[config.mk]
export PLATFORM = sky130hd
export DESIGN_NAME = sensor_scheduler_flat
export DESIGN_NICKNAME = d
export VERILOG_FILES = /design/src/rtl/sensor_scheduler_if.sv /design/src/rtl/sensor_scheduler.sv /design/src/flat_wrapper.sv
export SDC_FILE = /design/constraint.sdc
export NUM_CORES = 1
export LEC_CHECK = 0
export ABC_AREA = 1
export CAP_MARGIN = 0
export CORE_UTILIZATION = 27
export CTS_CLUSTER_DIAMETER = 80
export CTS_CLUSTER_SIZE = 20
export DETAILED_ROUTE_END_ITERATION = 16
export DONT_BUFFER_PORTS = 1
export PLACE_DENSITY = 0.39
export SYNTH_ARGS = -nofsm -noshare
export SYNTH_HDL_FRONTEND = slang
export SYNTH_SLANG_ARGS = --single-unit
[constraint.sdc]
create_clock -name clk -period 9.4 [get_ports clk]
set_input_delay 1.88 -clock clk [delete_from_list [all_inputs] [get_ports clk]]
set_output_delay 1.88 -clock clk [all_outputs]
set_load 0.03 [all_outputs]
[src/rtl/sensor_scheduler_if.sv]
// Host / sensor / decoder bundle for sensor_scheduler.
// master = environment driving frames and strobes, slave = the scheduler.
interface sensor_scheduler_if #(
    parameter int N_SENSORS = 8
);
    logic                       data_received;
    logic [15:0]                data;
    logic [N_SENSORS-1:0]       done_sensors;
    logic [8*N_SENSORS-1:0]     data_sensors;
    logic [6*N_SENSORS-1:0]     response_sensors;
    logic                       done_decoder;
    logic [N_SENSORS-1:0]       en_sensors_o;
    logic [7:0]                 command_sensor_o;
    logic [7:0]                 address_sensor_o;
    logic [7:0]                 data_sensor_o;
    logic [7:0]                 response_sensor_o;
    logic                       en_decoder_o;
    logic                       cmd_drop_o;
    logic [2:0]                 state_o;

    modport master (
        output data_received, data, done_sensors, data_sensors, response_sensors, done_decoder,
        input  en_sensors_o, command_sensor_o, address_sensor_o, data_sensor_o,
               response_sensor_o, en_decoder_o, cmd_drop_o, state_o
    );

    modport slave (
        input  data_received, data, done_sensors, data_sensors, response_sensors, done_decoder,
        output en_sensors_o, command_sensor_o, address_sensor_o, data_sensor_o,
               response_sensor_o, en_decoder_o, cmd_drop_o, state_o
    );
endinterface

[src/rtl/sensor_scheduler.sv]
// Serves host read/mask frames and round-robin continuous sensor slots, one transaction at a time.
// Optional macro SCHED_TIMEOUT_EN adds a sensor-response timeout in WAIT_SENSOR.
module sensor_scheduler #(
    parameter int N_SENSORS      = 8,
    parameter int GAP_CYCLES     = 5000,
    parameter int TIMEOUT_CYCLES = 2000000
) (
    input logic               clk,
    input logic               rst,
    sensor_scheduler_if.slave bus
);
    localparam logic [2:0] IDLE        = 3'd0;
    localparam logic [2:0] ISSUE       = 3'd1;
    localparam logic [2:0] WAIT_SENSOR = 3'd2;
    localparam logic [2:0] DECODE      = 3'd3;
    localparam logic [2:0] GAP         = 3'd4;

    localparam int          N_SLOTS   = 2 * N_SENSORS;
    localparam logic [7:0]  ADDR_BASE = 8'h31;
    localparam logic [7:0]  ADDR_LAST = 8'(32'h31 + N_SENSORS - 1);
    localparam logic [31:0] GAP_LAST  = (GAP_CYCLES > 1) ? 32'(GAP_CYCLES - 1) : 32'd0;
`ifdef SCHED_TIMEOUT_EN
    localparam logic [31:0] TO_LAST   = (TIMEOUT_CYCLES > 1) ? 32'(TIMEOUT_CYCLES - 1) : 32'd0;
    logic [31:0] to_cnt;
`endif

    logic [2:0]                    state;
    logic                          pend_vld;
    logic [15:0]                   pend;
    logic [N_SENSORS-1:0]          temp_mask, umid_mask;
    logic [N_SLOTS-1:0]            slots;
    logic [3:0]                    last_slot, rr_slot, idx;
    logic                          rr_found;
    logic [2:0]                    cur_ch, p_ch;
    logic [7:0]                    cmd_q, addr_q, dat_q, resp_q, p_cmd, p_addr;
    logic                          dec_q, drop_q;
    logic [31:0]                   gap_cnt;
    logic [N_SENSORS-1:0][7:0]     s_dat;
    logic [N_SENSORS-1:0][5:0]     s_resp;
    logic                          addr_ok, cmd_ok, pend_bad, pend_take;

    for (genvar i = 0; i < N_SENSORS; i++) begin : g_ch
        assign slots[2*i]   = temp_mask[i];
        assign slots[2*i+1] = umid_mask[i];
        assign s_dat[i]     = bus.data_sensors[8*i +: 8];
        assign s_resp[i]    = bus.response_sensors[6*i +: 6];
    end

    assign p_cmd     = pend[15:8];
    assign p_addr    = pend[7:0];
    assign p_ch      = 3'(p_addr - ADDR_BASE);
    assign addr_ok   = (p_addr >= ADDR_BASE) && (p_addr <= ADDR_LAST);
    assign cmd_ok    = (p_cmd >= 8'h31) && (p_cmd <= 8'h37);
    assign pend_bad  = pend_vld && !(addr_ok && cmd_ok);
    // Bad frames are flushed in any state; good ones wait for IDLE.
    assign pend_take = pend_vld && (pend_bad || state == IDLE);

    always_comb begin
        rr_found = 1'b0;
        rr_slot  = '0;
        idx      = '0;
        for (int k = 1; k <= N_SLOTS; k++) begin
            idx = 4'((int'(last_slot) + k) % N_SLOTS);
            if (!rr_found && slots[idx]) begin
                rr_found = 1'b1;
                rr_slot  = idx;
            end
        end
    end

    always_ff @(posedge clk or posedge rst) begin
        if (rst) begin
            state     <= IDLE;
            pend_vld  <= 1'b0;
            pend      <= '0;
            temp_mask <= '0;
            umid_mask <= '0;
            last_slot <= 4'(N_SLOTS - 1);
            cur_ch    <= '0;
            cmd_q     <= '0;
            addr_q    <= '0;
            dat_q     <= '0;
            resp_q    <= '0;
            dec_q     <= 1'b0;
            drop_q    <= 1'b0;
            gap_cnt   <= '0;
`ifdef SCHED_TIMEOUT_EN
            to_cnt    <= '0;
`endif
        end else begin
            dec_q  <= 1'b0;
            drop_q <= pend_bad || (bus.data_received && pend_vld && !pend_take);

            if (bus.data_received && (!pend_vld || pend_take)) begin
                pend_vld <= 1'b1;
                pend     <= bus.data;
            end else if (pend_take) begin
                pend_vld <= 1'b0;
            end

            case (state)
                IDLE: begin
                    if (pend_vld && !pend_bad) begin
                        case (p_cmd)
                            8'h34:   temp_mask[p_ch] <= 1'b1;
                            8'h35:   umid_mask[p_ch] <= 1'b1;
                            8'h36:   temp_mask[p_ch] <= 1'b0;
                            8'h37:   umid_mask[p_ch] <= 1'b0;
                            default: begin
                                addr_q <= p_addr;
                                cmd_q  <= p_cmd;
                                cur_ch <= p_ch;
                                state  <= ISSUE;
                            end
                        endcase
                    end else if (!pend_vld && rr_found) begin
                        cur_ch    <= rr_slot[3:1];
                        addr_q    <= ADDR_BASE + {5'd0, rr_slot[3:1]};
                        cmd_q     <= rr_slot[0] ? 8'h33 : 8'h32;
                        last_slot <= rr_slot;
                        state     <= ISSUE;
                    end
                end
                ISSUE: begin
                    state <= WAIT_SENSOR;
`ifdef SCHED_TIMEOUT_EN
                    to_cnt <= '0;
`endif
                end
                WAIT_SENSOR: begin
                    if (bus.done_sensors[cur_ch]) begin
                        dat_q  <= s_dat[cur_ch];
                        resp_q <= {2'b00, s_resp[cur_ch]};
                        dec_q  <= 1'b1;
                        state  <= DECODE;
`ifdef SCHED_TIMEOUT_EN
                    end else if (to_cnt >= TO_LAST) begin
                        dat_q  <= 8'h00;
                        resp_q <= 8'hE0;
                        dec_q  <= 1'b1;
                        state  <= DECODE;
                    end else begin
                        to_cnt <= to_cnt + 32'd1;
`endif
                    end
                end
                DECODE: begin
                    if (bus.done_decoder) begin
                        gap_cnt <= '0;
                        state   <= GAP;
                    end
                end
                GAP: begin
                    if (gap_cnt >= GAP_LAST) state <= IDLE;
                    else gap_cnt <= gap_cnt + 32'd1;
                end
                default: state <= IDLE;
            endcase
        end
    end

    assign bus.en_sensors_o      = (state == ISSUE) ? (N_SENSORS'(1) << cur_ch) : '0;
    assign bus.command_sensor_o  = cmd_q;
    assign bus.address_sensor_o  = addr_q;
    assign bus.data_sensor_o     = dat_q;
    assign bus.response_sensor_o = resp_q;
    assign bus.en_decoder_o      = dec_q;
    assign bus.cmd_drop_o        = drop_q;
    assign bus.state_o           = state;
endmodule

[src/flat_wrapper.sv]
// flat-port wrapper written by rule: the top's interface ports become plain ports
module sensor_scheduler_flat 
#(
    parameter int N_SENSORS      = 8,
    parameter int GAP_CYCLES     = 5000,
    parameter int TIMEOUT_CYCLES = 2000000
)
  (clk, rst, bus_data_received, bus_data, bus_done_sensors, bus_data_sensors, bus_response_sensors, bus_done_decoder, bus_en_sensors_o, bus_command_sensor_o, bus_address_sensor_o, bus_data_sensor_o, bus_response_sensor_o, bus_en_decoder_o, bus_cmd_drop_o, bus_state_o);
  sensor_scheduler_if #(.N_SENSORS(N_SENSORS)) bus_i ();
  input logic clk;
  input logic rst;
  input wire logic [$bits(bus_i.data_received)-1:0] bus_data_received;
  input wire logic [$bits(bus_i.data)-1:0] bus_data;
  input wire logic [$bits(bus_i.done_sensors)-1:0] bus_done_sensors;
  input wire logic [$bits(bus_i.data_sensors)-1:0] bus_data_sensors;
  input wire logic [$bits(bus_i.response_sensors)-1:0] bus_response_sensors;
  input wire logic [$bits(bus_i.done_decoder)-1:0] bus_done_decoder;
  output wire logic [$bits(bus_i.en_sensors_o)-1:0] bus_en_sensors_o;
  output wire logic [$bits(bus_i.command_sensor_o)-1:0] bus_command_sensor_o;
  output wire logic [$bits(bus_i.address_sensor_o)-1:0] bus_address_sensor_o;
  output wire logic [$bits(bus_i.data_sensor_o)-1:0] bus_data_sensor_o;
  output wire logic [$bits(bus_i.response_sensor_o)-1:0] bus_response_sensor_o;
  output wire logic [$bits(bus_i.en_decoder_o)-1:0] bus_en_decoder_o;
  output wire logic [$bits(bus_i.cmd_drop_o)-1:0] bus_cmd_drop_o;
  output wire logic [$bits(bus_i.state_o)-1:0] bus_state_o;
  assign bus_i.data_received = bus_data_received;
  assign bus_i.data = bus_data;
  assign bus_i.done_sensors = bus_done_sensors;
  assign bus_i.data_sensors = bus_data_sensors;
  assign bus_i.response_sensors = bus_response_sensors;
  assign bus_i.done_decoder = bus_done_decoder;
  assign bus_en_sensors_o = bus_i.en_sensors_o;
  assign bus_command_sensor_o = bus_i.command_sensor_o;
  assign bus_address_sensor_o = bus_i.address_sensor_o;
  assign bus_data_sensor_o = bus_i.data_sensor_o;
  assign bus_response_sensor_o = bus_i.response_sensor_o;
  assign bus_en_decoder_o = bus_i.en_decoder_o;
  assign bus_cmd_drop_o = bus_i.cmd_drop_o;
  assign bus_state_o = bus_i.state_o;
  sensor_scheduler #(.N_SENSORS(N_SENSORS), .GAP_CYCLES(GAP_CYCLES), .TIMEOUT_CYCLES(TIMEOUT_CYCLES)) u_core (.clk(clk), .rst(rst), .bus(bus_i));
endmodule
After elaboration in Yosys (flattened, before gate mapping)
Index checks and enable logic that the tools add are counted.
Cells by class
  add/subtract/negate cells: 19
  order comparisons: 24
  eq/ne operators: 15
  shift operators: 1
  multiplexer cells: 99
  bitwise operators: 6
  reduce and logical (&&, ||, !) cells: 62
Operators by type and width (number)
  < comparator 4 x 5 -> 1 bit, second input constant: 16
  binary-select mux 1 bit (select 4 bit): 16
  two-way mux 32 bit: 2
  two-way mux 4 bit: 16
  two-way mux 8 bit: 8
  case mux 32 bit (2 select lines): 1
  two-way mux 1 bit: 39
  adder 32 x 1 -> 32 bit, second input constant: 1
  adder 4 bit, second input constant: 8
  == test 8 x 6 -> 1 bit, second input constant: 4
  >= comparator 32 x 13 -> 1 bit, second input constant: 1
  case mux 8 bit (2 select lines): 2
  two-way mux 3 bit: 9
  logical AND 1 bit: 26
  binary-select mux 8 bit (select 3 bit): 1
  zero test 1 bit: 19
  binary-select mux 6 bit (select 3 bit): 1
  adder 4 x 3 -> 4 bit, second input constant: 4
  AND 8 bit: 2
  >= comparator 8 x 6 -> 1 bit, second input constant: 2
  less-or-equal comparator 8 x 6 -> 1 bit, second input constant: 2
  OR 8 bit: 2
  case mux 3 bit (5 select lines): 1
  AND reduction 3 bit: 5
  24 further kinds: 38
Storage, ports and cells
  bits in registers: 107
  output and inout port bits: 45
  word-level logic and storage cells: 240

Depth between registers and ports, before layout
Gate-level depths: netlist of the first run.
  depth after elaboration: 53
  mapped depth: 29
  depth with buffers taken out: 27

Worst setup path before layout of the first run
OpenSTA, ideal clock, no wires.
  kind: register -> register
  from: register u_core.last_slot[1]
  to: register u_core.addr_q[1], in the netlist u_core.bus.address_sensor_o[1]
  library setup time: 0.122 ns
  data arrival time: 3.661 ns
  data required time: 9.278 ns
  slack: 5.617 ns
  stages on the path, launching flop included: 24
  buffers on the path: 2
  period minus slack after synthesis: 3.783 ns
  cell sequence: dfstp_2 -> inv_1 -> buf_2 -> ha_1 -> inv_1 -> buf_2 -> nand3_1 -> nand3_1 -> nand2_1 -> nand2_2 -> nand2_4 -> nor2_8 -> nand4_4 -> nor2_4 -> nand4_4 -> nor3_4 -> nand3_2 -> nor2_4 -> nand3_1 -> nor2_1 -> nor2_4 -> ha_1 -> o211ai_2 -> nand2_1
Between the ends
  longest elaborated chain between the ends: 52
  elaborated cells on any way between the ends: 116
  those cells by class: 17 x add/sub; 66 x mux; 33 x reduce/logical
RTL lines
  start, declared: line sensor_scheduler.sv:32  | logic [3:0] last_slot, rr_slot, idx;
  start signal, assigned: line sensor_scheduler.sv:78  | last_slot <= 4'(N_SLOTS - 1);
  start signal, assigned: line sensor_scheduler.sv:120  | last_slot <= rr_slot;
  adder 4 x 1 -> 4 bit: line sensor_scheduler.sv:63  | idx = 4'((int'(last_slot) + k) % N_SLOTS);
  binary-select mux 1 bit (select 4 bit): line sensor_scheduler.sv:64  | if (!rr_found && slots[idx]) begin
  two-way mux 1 bit (not written as such): line sensor_scheduler.sv:64
  two-way mux 1 bit: line sensor_scheduler.sv:64
  zero test 1 bit: line sensor_scheduler.sv:64
  logical AND 1 bit: line sensor_scheduler.sv:64
  two-way mux 1 bit: line sensor_scheduler.sv:64
  zero test 1 bit: line sensor_scheduler.sv:64
  [37 not listed]
  two-way mux 1 bit: line sensor_scheduler.sv:64
  zero test 1 bit: line sensor_scheduler.sv:64
  logical AND 1 bit: line sensor_scheduler.sv:64
  two-way mux 4 bit (*): line sensor_scheduler.sv:64
  via u_core.rr_slot[2]: line sensor_scheduler.sv:32
  adder 6 x 3 -> 7 bit (*): line sensor_scheduler.sv:118  | addr_q <= ADDR_BASE + {5'd0, rr_slot[3:1]};
  two-way mux 8 bit (*): line sensor_scheduler.sv:116  | end else if (!pend_vld && rr_found) begin
  two-way mux 8 bit (*): line sensor_scheduler.sv:103  | if (pend_vld && !pend_bad) begin
  end signal, assigned: line sensor_scheduler.sv:110  | addr_q <= p_addr;
  end signal, assigned: line sensor_scheduler.sv:118
  end, declared: line sensor_scheduler.sv:35  | logic [7:0] cmd_q, addr_q, dat_q, resp_q, p_cmd, p_addr;
The timed path passes the listed nets; every way through them passes the cells marked *. The select of a mux whose other input is x is not followed.
A chain may end at the register's enable or synchronous reset.

Worst setup path after layout of the first run
Ends and elaborated chain as after synthesis.

==> results.json, run 1 <==
{
  "vias": 6806,
  "r2r_slack_ns": 4.51,
  "period_share": 0.520,
  "finalMaxSlewViolations": 0,
  "ir_drop_uv": 96.3,
  "gr-max-usage-layer": "met2",
  "r2r_end": "u_core.bus.address_sensor_o[1]$_DFFE_PP0P_",
  "async_flop_share": 1.00,
  "pin_count": 185,
  "seq_area_frac_synth": 0.357,
  "area_delta_synth_final_pct": 8.18,
  "track_usage": 0.164,
  "clock_path_buffers": 2,
  "cp.arrival_ns": 5.15,
  "post_cts_buffers": 0,
  "p_leak_nw": 3.88,
  "yosysTopAreaCell": "dfrtp_1",
  "synthTopCellsByCount": "222 x nand2_1, 176 x nand3_1, 137 x inv_1",
  "drt_pass1_iterations": 5,
  "pwr-share-clk": 0.306,
  "vias_per_cell": 4.83,
  "met1_usage": 0.225,
  "syn_area_per_cell_um2": 7.12,
  "drt_iter0_drc": 407,
  "reg2reg_from": "u_core.last_slot[1]$_DFFE_PP1P_",
  "cts_root_buf": "clkbuf_16",
  "globalplace.congestion": 0.847,
  "wl_um": 23000,
  "combinationalPowerShare": 0.190,
  "synth_top_cells_by_area": "dfrtp_1 34%, nand3_1 12%, nand2_1 11%",
  "synth-edff-count": 0,
  "ant_nets": 0,
  "clk_pin_slew_ns": 0.09,
  "switching_power_mw": 0.536,
  "seq_power_share": 0.504,
  "power_density_nw_per_um2": 169,
  "setup.worst_path.end_class": "flop",
  "required_ns": 9.66,
  "crit_fanout": 17,
  "grtUsageMet3": 0.0339,
  "grt_pass1_vias": 6585,
  "syn_area_um2": 7520,
  "grt_setup_unrepaired": "no",
  "post_cts_resized": 0,
  "swShare": 0.390,
  "reg2reg_depth": 22,
  "yosysUniqueCellTypes": 56,
  "numClockSinks": 107,
  "ys_warn_count": 0,
  "grt_util_met2": 0.262,
  "cp-endpoint": "u_core.bus.address_sensor_o[1]$_DFFE_PP0P_",
  "synth-main-ff-cell": "dfrtp_1",
  "start_kind": "flop",
  "hold_buffers": 0,
  "critPathLaunch": "u_core.last_slot[1]$_DFFE_PP1P_",
  "setup_viol": 0,
  "dp_hpwl_um": 17400,
  "wl_per_cell_um": 16.4,
  "worst_pin_slew_ns": 0.971,
  "synth_top_area_share": 0.343,
  "htreeDepth": 3,
  "instances_no_fill": 1409,
  "yosysMostFrequentCell": "nand2_1",
  "fin_worst_skew_ns": 0.0203,
  "numCtsBuffers": 9,
  "fin_nets": 1185,
  "clock_latency_ns": 0.37,
  "die_y_um": 169,
  "grt_max_degree": 65,
  "port-buffer-count": 0,
  "core_um2": 27200,
  "fmax_mhz": 205,
  "initial_core_util": 0.277,
  "die_x_um": 169,
  "synth_seq_cells": 107,
  "period_needed_ns": 4.89,
  "die-area_um2": 28500,
  "drc": 0,
  "syn_inst": 1057,
  "slew_headroom": 0.353,
  "maxCapViolCount": 0,
  "drive_gt1_frac": 0.0820,
  "hold_viol_final": 0,
  "diodes": 0,
  "grt_overflow": 0,
  "p_int_mw": 0.837,
  "fp-row-count": 60,
  "tritoncts": "done",
  "dp_cells": 1393,
  "grt_pass1_wl_um": 36800,
  "crit_type": "reg2reg",
  "final.setup.tns_ns": 0,
  "hold_class": "reg2reg",
  "status": "finished, final reports clean",
  "grt_antenna_before_repair": 0
}
[power groups by stage]
| stage | Combinational (mW) | Sequential (mW) | Clock, mW |
|---|---|---|---|
| floorplan | 0.206 | 0.680 | 0 |
| global route | 0.311 | 0.706 | 0.457 |
| finish | 0.261 | 0.693 | 0.420 |
| CTS | 0.267 | 0.694 | 0.441 |
| global placement | 0.264 | 0.704 | 0 |
| detailed placement | 0.265 | 0.703 | 0 |
[placed cells by master (no fill, tap or decap), drive strengths merged, types with 2 or more instances in the layout]
cell,Yosys,final
ha,13,13
mux2,9,9
nor4,4,4
a21oi,25,25
clkinv,3,3
dfrtp,103,103
o21a,6,6
nand2,238,238
conb,1,2
inv,143,150
a41oi,29,29
nor3,14,14
o21ai,61,61
clkbuf,25,9
dfstp,4,4
nand4,19,19
mux2i,16,16
nand3,179,179
buf,19,7
or4,2,2
xnor2,2,2
or2,8,8
nand3b,3,3
xor2,7,7
nor2,111,111
[area by class of cell]
type                       instances  area, um2
sequential                       107       2680
tap                              372        465
fill                            3083      19000
multi-input combinational        761       4060
timing repair buffer               7       52.6
clock inverter                     7       93.8
inverter                         146        556
clock buffer                       9        225
[worst min-delay path by stage]
| stage | to | slack, ns | cells after the start | from |
|---|---|---|---|---|
| after floorplan | u_core.gap_cnt[17]$_DFFE_PP0P_ | 0.46 | 2 | u_core.gap_cnt[17]$_DFFE_PP0P_ |
| after global placement | u_core.gap_cnt[29]$_DFFE_PP0P_ | 0.47 | 2 | u_core.gap_cnt[29]$_DFFE_PP0P_ |
| after detailed placement | u_core.cur_ch[1]$_DFFE_PP0P_ | 0.48 | 2 | u_core.cur_ch[1]$_DFFE_PP0P_ |
| after CTS | u_core.cur_ch[1]$_DFFE_PP0P_ | 0.50 | 2 | u_core.cur_ch[1]$_DFFE_PP0P_ |
| after global routing | u_core.gap_cnt[12]$_DFFE_PP0P_ | 0.51 | 1 | u_core.gap_cnt[12]$_DFFE_PP0P_ |
| final | u_core.gap_cnt[19]$_DFFE_PP0P_ | 0.49 | 2 | u_core.gap_cnt[19]$_DFFE_PP0P_ |
[cell families after synthesis]
| kind of cell | after synthesis | share of synthesized area |
|---|---|---|
| other | 1 | 0.000498 |
| xor gates and xnor gates | 9 | 0.0135 |
| muxes | 25 | 0.0348 |
| and+or+nand+nor | 580 | 0.356 |
| adders and majority gates | 13 | 0.0216 |
| DFF | 107 | 0.357 |
| AOI/OAI and AO/OA | 132 | 0.113 |
| buffers and inverters | 190 | 0.105 |
[per-layer routing]
layer | part of all wire | vias to the layer above | routed length (um)
met5 | 0 | - | 0
met4 | 0.018 | 0 | 419
met3 | 0.054 | 29 | 1250
met2 | 0.45 | 177 | 10300
met1 | 0.48 | 3151 | 11100
li1 | - | 3449 | -
[critical path, cell delays in order (launching register included)]
cell and delay, ns:
dfstp_2 0.77, inv_1 0.37, ha_1 0.58, inv_1 0.44, nand3_1 0.17, nand3_1 0.13
nand2_1 0.08, nand2_1 0.10, nand2_4 0.09, nor2_8 0.16, nand4_4 0.12, nor2_4 0.15
nand4_4 0.12, nor3_4 0.20, nand3_2 0.14, nor2_4 0.17, nand3_1 0.15, o21ai_0 0.13
nor2_1 0.10, nor2_4 0.13, ha_1 0.25, o211ai_2 0.15, nand2_1 0.06
[stage by stage]
step | hold WS (ns) | setup WS (ns) | cell area, um2 | total power, mW | utilization
after floorplan | 0.460 | 4.71 | 7530 | 0.886 | -
after global placement | 0.473 | 4.62 | 7820 | 0.968 | 0.288
after detailed placement | 0.477 | 4.60 | 7820 | 0.969 | 0.288
after CTS | 0.497 | 4.56 | 8140 | 1.40 | 0.300
after global routing | 0.511 | 4.07 | 8140 | 1.47 | 0.300
final | 0.495 | 4.51 | 8140 | 1.37 | 0.300
(Power assumes the default switching activity.)
==> run 2: changes to the inputs <==
PLACE_DENSITY = 0.41   (was 0.39)
clock period = 4 ns   (was 9.4 ns; I/O delays follow)
==> results.json, run 2 (synthesis gave the netlist of run 1 again) <==
{
  "clock_latency_ns": 0.36,
  "slew_headroom": 0.457,
  "track_usage": 0.167,
  "tritoncts": "done",
  "ant_nets": 0,
  "power_density_nw_per_um2": 367,
  "htreeDepth": 3,
  "cp.arrival_ns": 4.01,
  "wl_per_cell_um": 16.5,
  "ir_drop_uv": 213,
  "fin_util": 0.314,
  "worst_pin_slew_ns": 0.807,
  "reg2reg_depth": 20,
  "die-area_um2": 28500,
  "die_y_um": 169,
  "initial_core_util": 0.277,
  "place_area_um2": 8040,
  "status": "finished, final reports clean",
  "drt_pass1_iterations": 5,
  "hold_class": "in2async",
  "area_delta_synth_final_pct": 13.3,
  "core_um2": 27200,
  "clk_pin_slew_ns": 0.08,
  "wl_um": 23800,
  "fillers": 3019,
  "multi_input_area_um2": 4160,
  "p_leak_nw": 4.04,
  "fmax_mhz": 265,
  "die_x_um": 169,
  "setup_viol": 0,
  "r2r_slack_ns": 0.22,
  "required_ns": 4.24,
  "numClockSinks": 107,
  "grt_max_degree": 63,
  "fin_nets": 1220,
  "finalMaxSlewViolations": 0,
  "grt_setup_unrepaired": "no",
  "crit_fanout": 7,
  "grt_antenna_before_repair": 0,
  "pre_cts_ws_ns": 0.114,
  "r2r_end": "u_core.bus.address_sensor_o[1]$_DFFE_PP0P_",
  "port-buffer-count": 0,
  "dp_hpwl_um": 18300,
  "fin_worst_skew_ns": 0.0159,
  "globalplace.congestion": 0.893,
  "period_needed_ns": 3.78,
  "start_kind": "flop",
  "hold_viol_final": 0,
  "setup.worst_path.end_class": "flop",
  "layout_setup_ws_ns": 0.223,
  "grt_pass1_vias": 6658,
  "maxCapViolCount": 0,
  "cts_root_buf": "clkbuf_16",
  "period_share": 0.944,
  "critical-path-top-delay-family": "simple AND/OR/NAND/NOR gates",
  "fp-row-count": 60,
  "diodes": 0,
  "reg2reg_from": "u_core.last_slot[1]$_DFFE_PP1P_",
  "grt_pass1_wl_um": 37500,
  "slowest_delay_ns": 0.56,
  "critical-path-slowest-cell": "dfstp_2",
  "final.setup.tns_ns": 0,
  "fin_area_um2": 8530,
  "grt_overflow": 0,
  "mostFrequentLayoutCells": "221 x nand2_1, 174 x nand3_1, 135 x inv_1",
  "drive_gt1_frac": 0.122,
  "vias_per_cell": 4.86,
  "hold_ws_ns": 0.438,
  "numCtsBuffers": 9,
  "pin_count": 185,
  "drt_iter0_drc": 374,
  "vias": 7011,
  "worstPathCellList": "inv_1 -> buf_4 -> ha_1 -> nand2_1 -> nand2_1 -> xor2_2 -> nand3_1 -> nand2_2 -> nand4_4 -> nor2_4 -> nand4_4 -> nor3_4 -> nand3_2 -> nor2_4 -> nand3_4 -> nor2_2 -> nor2_4 -> ha_1 -> o211ai_2 -> nand2_1",
  "crit_type": "reg2reg",
  "final_common_cell": "nand2_1",
  "drc": 0,
  "seqCellArea_um2": 2680,
  "crit_buf_inv": 2,
  "clock_path_buffers": 2
}
-- run 2: cell count changes in the layout (fill, tap and decap cells not counted), sizes merged --
cell / change
clkbuf: +2
buf: +33
clkinvlp: +5
inv: -6
-- run 2: how the worst max path moves through the flow --
stage / startpoint / to / slack (ns) / cells past startpoint
finish: u_core.last_slot[1]$_DFFE_PP1P_ / u_core.bus.address_sensor_o[1]$_DFFE_PP0P_ / 0.22 / 20
detailed placement: u_core.last_slot[0]$_DFFE_PP1P_ / u_core.bus.address_sensor_o[1]$_DFFE_PP0P_ / 0.11 / 22
global route: u_core.last_slot[1]$_DFFE_PP1P_ / u_core.bus.address_sensor_o[1]$_DFFE_PP0P_ / 0.01 / 21
CTS: u_core.last_slot[1]$_DFFE_PP1P_ / u_core.bus.address_sensor_o[1]$_DFFE_PP0P_ / 0.08 / 21
global placement: u_core.last_slot[0]$_DFFE_PP1P_ / u_core.bus.address_sensor_o[1]$_DFFE_PP0P_ / 0.11 / 27
floorplan: u_core.last_slot[1]$_DFFE_PP1P_ / u_core.bus.address_sensor_o[1]$_DFFE_PP0P_ / 0.22 / 23
-- run 2: what timing repair did --
action,CTS,global route
buffers inserted,0,7
resized for setup,0,25
endpoints found under the setup margin,0,17
hold buffers,0,0
-- run 2: area by class of cell --
type                       count  area share
clock buffer                  10      0.0280
timing repair inverter         1    0.000587
sequential                   107       0.315
clock inverter                 5     0.00528
tap                          372      0.0546
inverter                     146      0.0659
timing repair buffer          41      0.0434
multi-input combinational    761       0.487
-- run 2: power breakdown --
part / switching, mW / internal [mW]
Combinational: 0.417 / 0.206
Sequential: 0.326 / 1.30
Clock: 0.434 / 0.446
-- run 2: metrics by stage --
| step | std cells | power (mW) |
|---|---|---|
| 2_1_floorplan | 1058 | 2.08 |
| 3_3_place_gp | 1419 | 2.28 |
| 3_5_place_dp | 1419 | 2.28 |
| 4_1_cts | 1434 | 3.18 |
| 5_1_grt | 1443 | 3.35 |
| 6_report | 1443 | 3.13 |
-- run 2: layer usage --
metal  routed length (um)  track usage
met3                 1240       0.0299
met5                    0            0
met2                11000        0.269
met4                  288       0.0375
met1                11300        0.231
==> run 3: changes to the inputs <==
REMOVE_ABC_BUFFERS = 1   (was default)
==> results.json, run 3 (synthesis gave the netlist of run 1 again) <==
{
  "status": "finished, final reports clean",
  "initial_core_util": 0.277,
  "port-buffer-count": 0,
  "cp.arrival_ns": 4.10,
  "drive_gt1_frac": 0.136,
  "numCtsBuffers": 9,
  "globalplace.congestion": 0.824,
  "grt_max_degree": 68,
  "slew_headroom": 0.391,
  "setup.worst_path.end_class": "flop",
  "wl_per_cell_um": 16.3,
  "required_ns": 4.25,
  "dp_hpwl_um": 18300,
  "fin_util": 0.318,
  "clk_pin_slew_ns": 0.08,
  "vias": 6997,
  "clock_path_buffers": 2,
  "mostFrequentLayoutCells": "220 x nand2_1, 170 x nand3_1, 133 x inv_1",
  "pin_count": 185,
  "fp-row-count": 60,
  "maxCapViolCount": 0,
  "wl_met1_um": 11300,
  "die_y_um": 169,
  "p_leak_nw": 4.10,
  "dp_cells": 1421,
  "drc": 0,
  "numClockSinks": 107,
  "vias_per_cell": 4.81,
  "crit_fanout": 6,
  "die_x_um": 169,
  "ant_nets": 0,
  "htreeDepth": 3,
  "final.setup.tns_ns": 0,
  "fin_area_um2": 8640,
  "grt_overflow": 0,
  "hold_viol_final": 0,
  "drt_pass1_iterations": 5,
  "period_share": 0.963,
  "hold_class": "in2async",
  "grt_antenna_before_repair": 0,
  "drt_iter0_drc": 453,
  "power_density_nw_per_um2": 363,
  "tritoncts": "done",
  "cts_root_buf": "clkbuf_16",
  "clock_latency_ns": 0.36,
  "wl_met3_um": 1190,
  "place_area_um2": 8030,
  "instances_no_fill": 1455,
  "setup_viol": 0,
  "die-area_um2": 28500,
  "fin_nets": 1231,
  "ir_drop_uv": 251,
  "fin_worst_skew_ns": 0.0161,
  "area_delta_synth_final_pct": 14.9,
  "grt_pass1_wl_um": 37000,
  "top_layer_used": "met4",
  "finalMaxSlewViolations": 0,
  "start_kind": "flop",
  "core_um2": 27200,
  "wl_um": 23700,
  "met2WireLength_um": 10900,
  "period_needed_ns": 3.85,
  "worst_pin_slew_ns": 0.913,
  "crit_type": "reg2reg",
  "finalPower_mw": 3.14,
  "fmax_mhz": 260,
  "grt_pass1_vias": 6684,
  "final_common_cell": "nand2_1",
  "track_usage": 0.165,
  "diodes": 0
}
-- run 3: cell count changes in the layout (fill, tap and decap cells not counted), sizes merged --
cell	before	now
clkinv	3	5
clkinvlp	5	3
buf	40	52
-- run 3: final cells by class --
cell class / instances / area, um2
well taps: 372 / 465
repair buffers: 53 / 452
clock buffers: 10 / 229
inverters: 146 / 566
fillers: 3026 / 18500
clock inverters: 6 / 68.8
multi-input cells: 761 / 4180
flip-flops and latches: 107 / 2680
-- run 3: power breakdown --
part           leakage [nW]  switching (mW)  internal (mW)  total (mW)
clock network         0.141           0.453          0.443       0.896
registers              1.40           0.322           1.30        1.63
logic                  2.56           0.410          0.205       0.614
total                  4.10            1.18           1.95        3.14
-- run 3: final timing paths --
path	start	endpoint	slack, ns	cells past startpoint
max in group asynchronous	rst	u_core.last_slot[0]$_DFFE_PP1P_	2.63	2
setup / recovery	u_core.last_slot[0]$_DFFE_PP1P_	u_core.bus.address_sensor_o[1]$_DFFE_PP0P_	0.15	21
hold / removal	rst	u_core.pend[14]$_DFFE_PP0P_	0.46	1
setup reg to reg	u_core.last_slot[0]$_DFFE_PP1P_	u_core.bus.address_sensor_o[1]$_DFFE_PP0P_	0.15	21
hold reg to reg	u_core.gap_cnt[30]$_DFFE_PP0P_	u_core.gap_cnt[30]$_DFFE_PP0P_	0.49	2
min in group clk	u_core.gap_cnt[30]$_DFFE_PP0P_	u_core.gap_cnt[30]$_DFFE_PP0P_	0.49	2
-- run 3: routing by layer --
metal  track usage  vias up
li1              -     3536
met1         0.233     3249
met4        0.0360        0
met3        0.0281       18
met5             0        -
met2         0.264      194
-- run 3: metrics by stage --
stage,setup WS (ns),hold WS [ns]
after global placement,0.136,0.472
after CTS,0.0663,0.497
after global routing,-0.0274,0.517
final,0.149,0.459
after floorplan,-0.00772,0.460
after detailed placement,0.0746,0.479
-- run 3: repair_timing --
action	CTS	global route
resized for setup	0	37
hold buffers	0	0
setup buffers	0	17
endpoints found under the setup margin	0	20
-- run 3: critical path: stages (launching register included) --
cell	delay (ns)
dfstp_2	0.59
inv_4	0.05
ha_4	0.25
clkinvlp_4	0.12
buf_4	0.16
buf_4	0.11
nand3_1	0.13
nand3_1	0.12
nand2_1	0.07
nand2_1	0.06
a21boi_2	0.35
nand4_4	0.18
nor3_4	0.27
nand3_2	0.14
nor2_4	0.24
nand3_4	0.11
o21ai_1	0.11
nor2_1	0.08
nor2_4	0.11
ha_2	0.28
o211ai_2	0.15
nand2_1	0.06
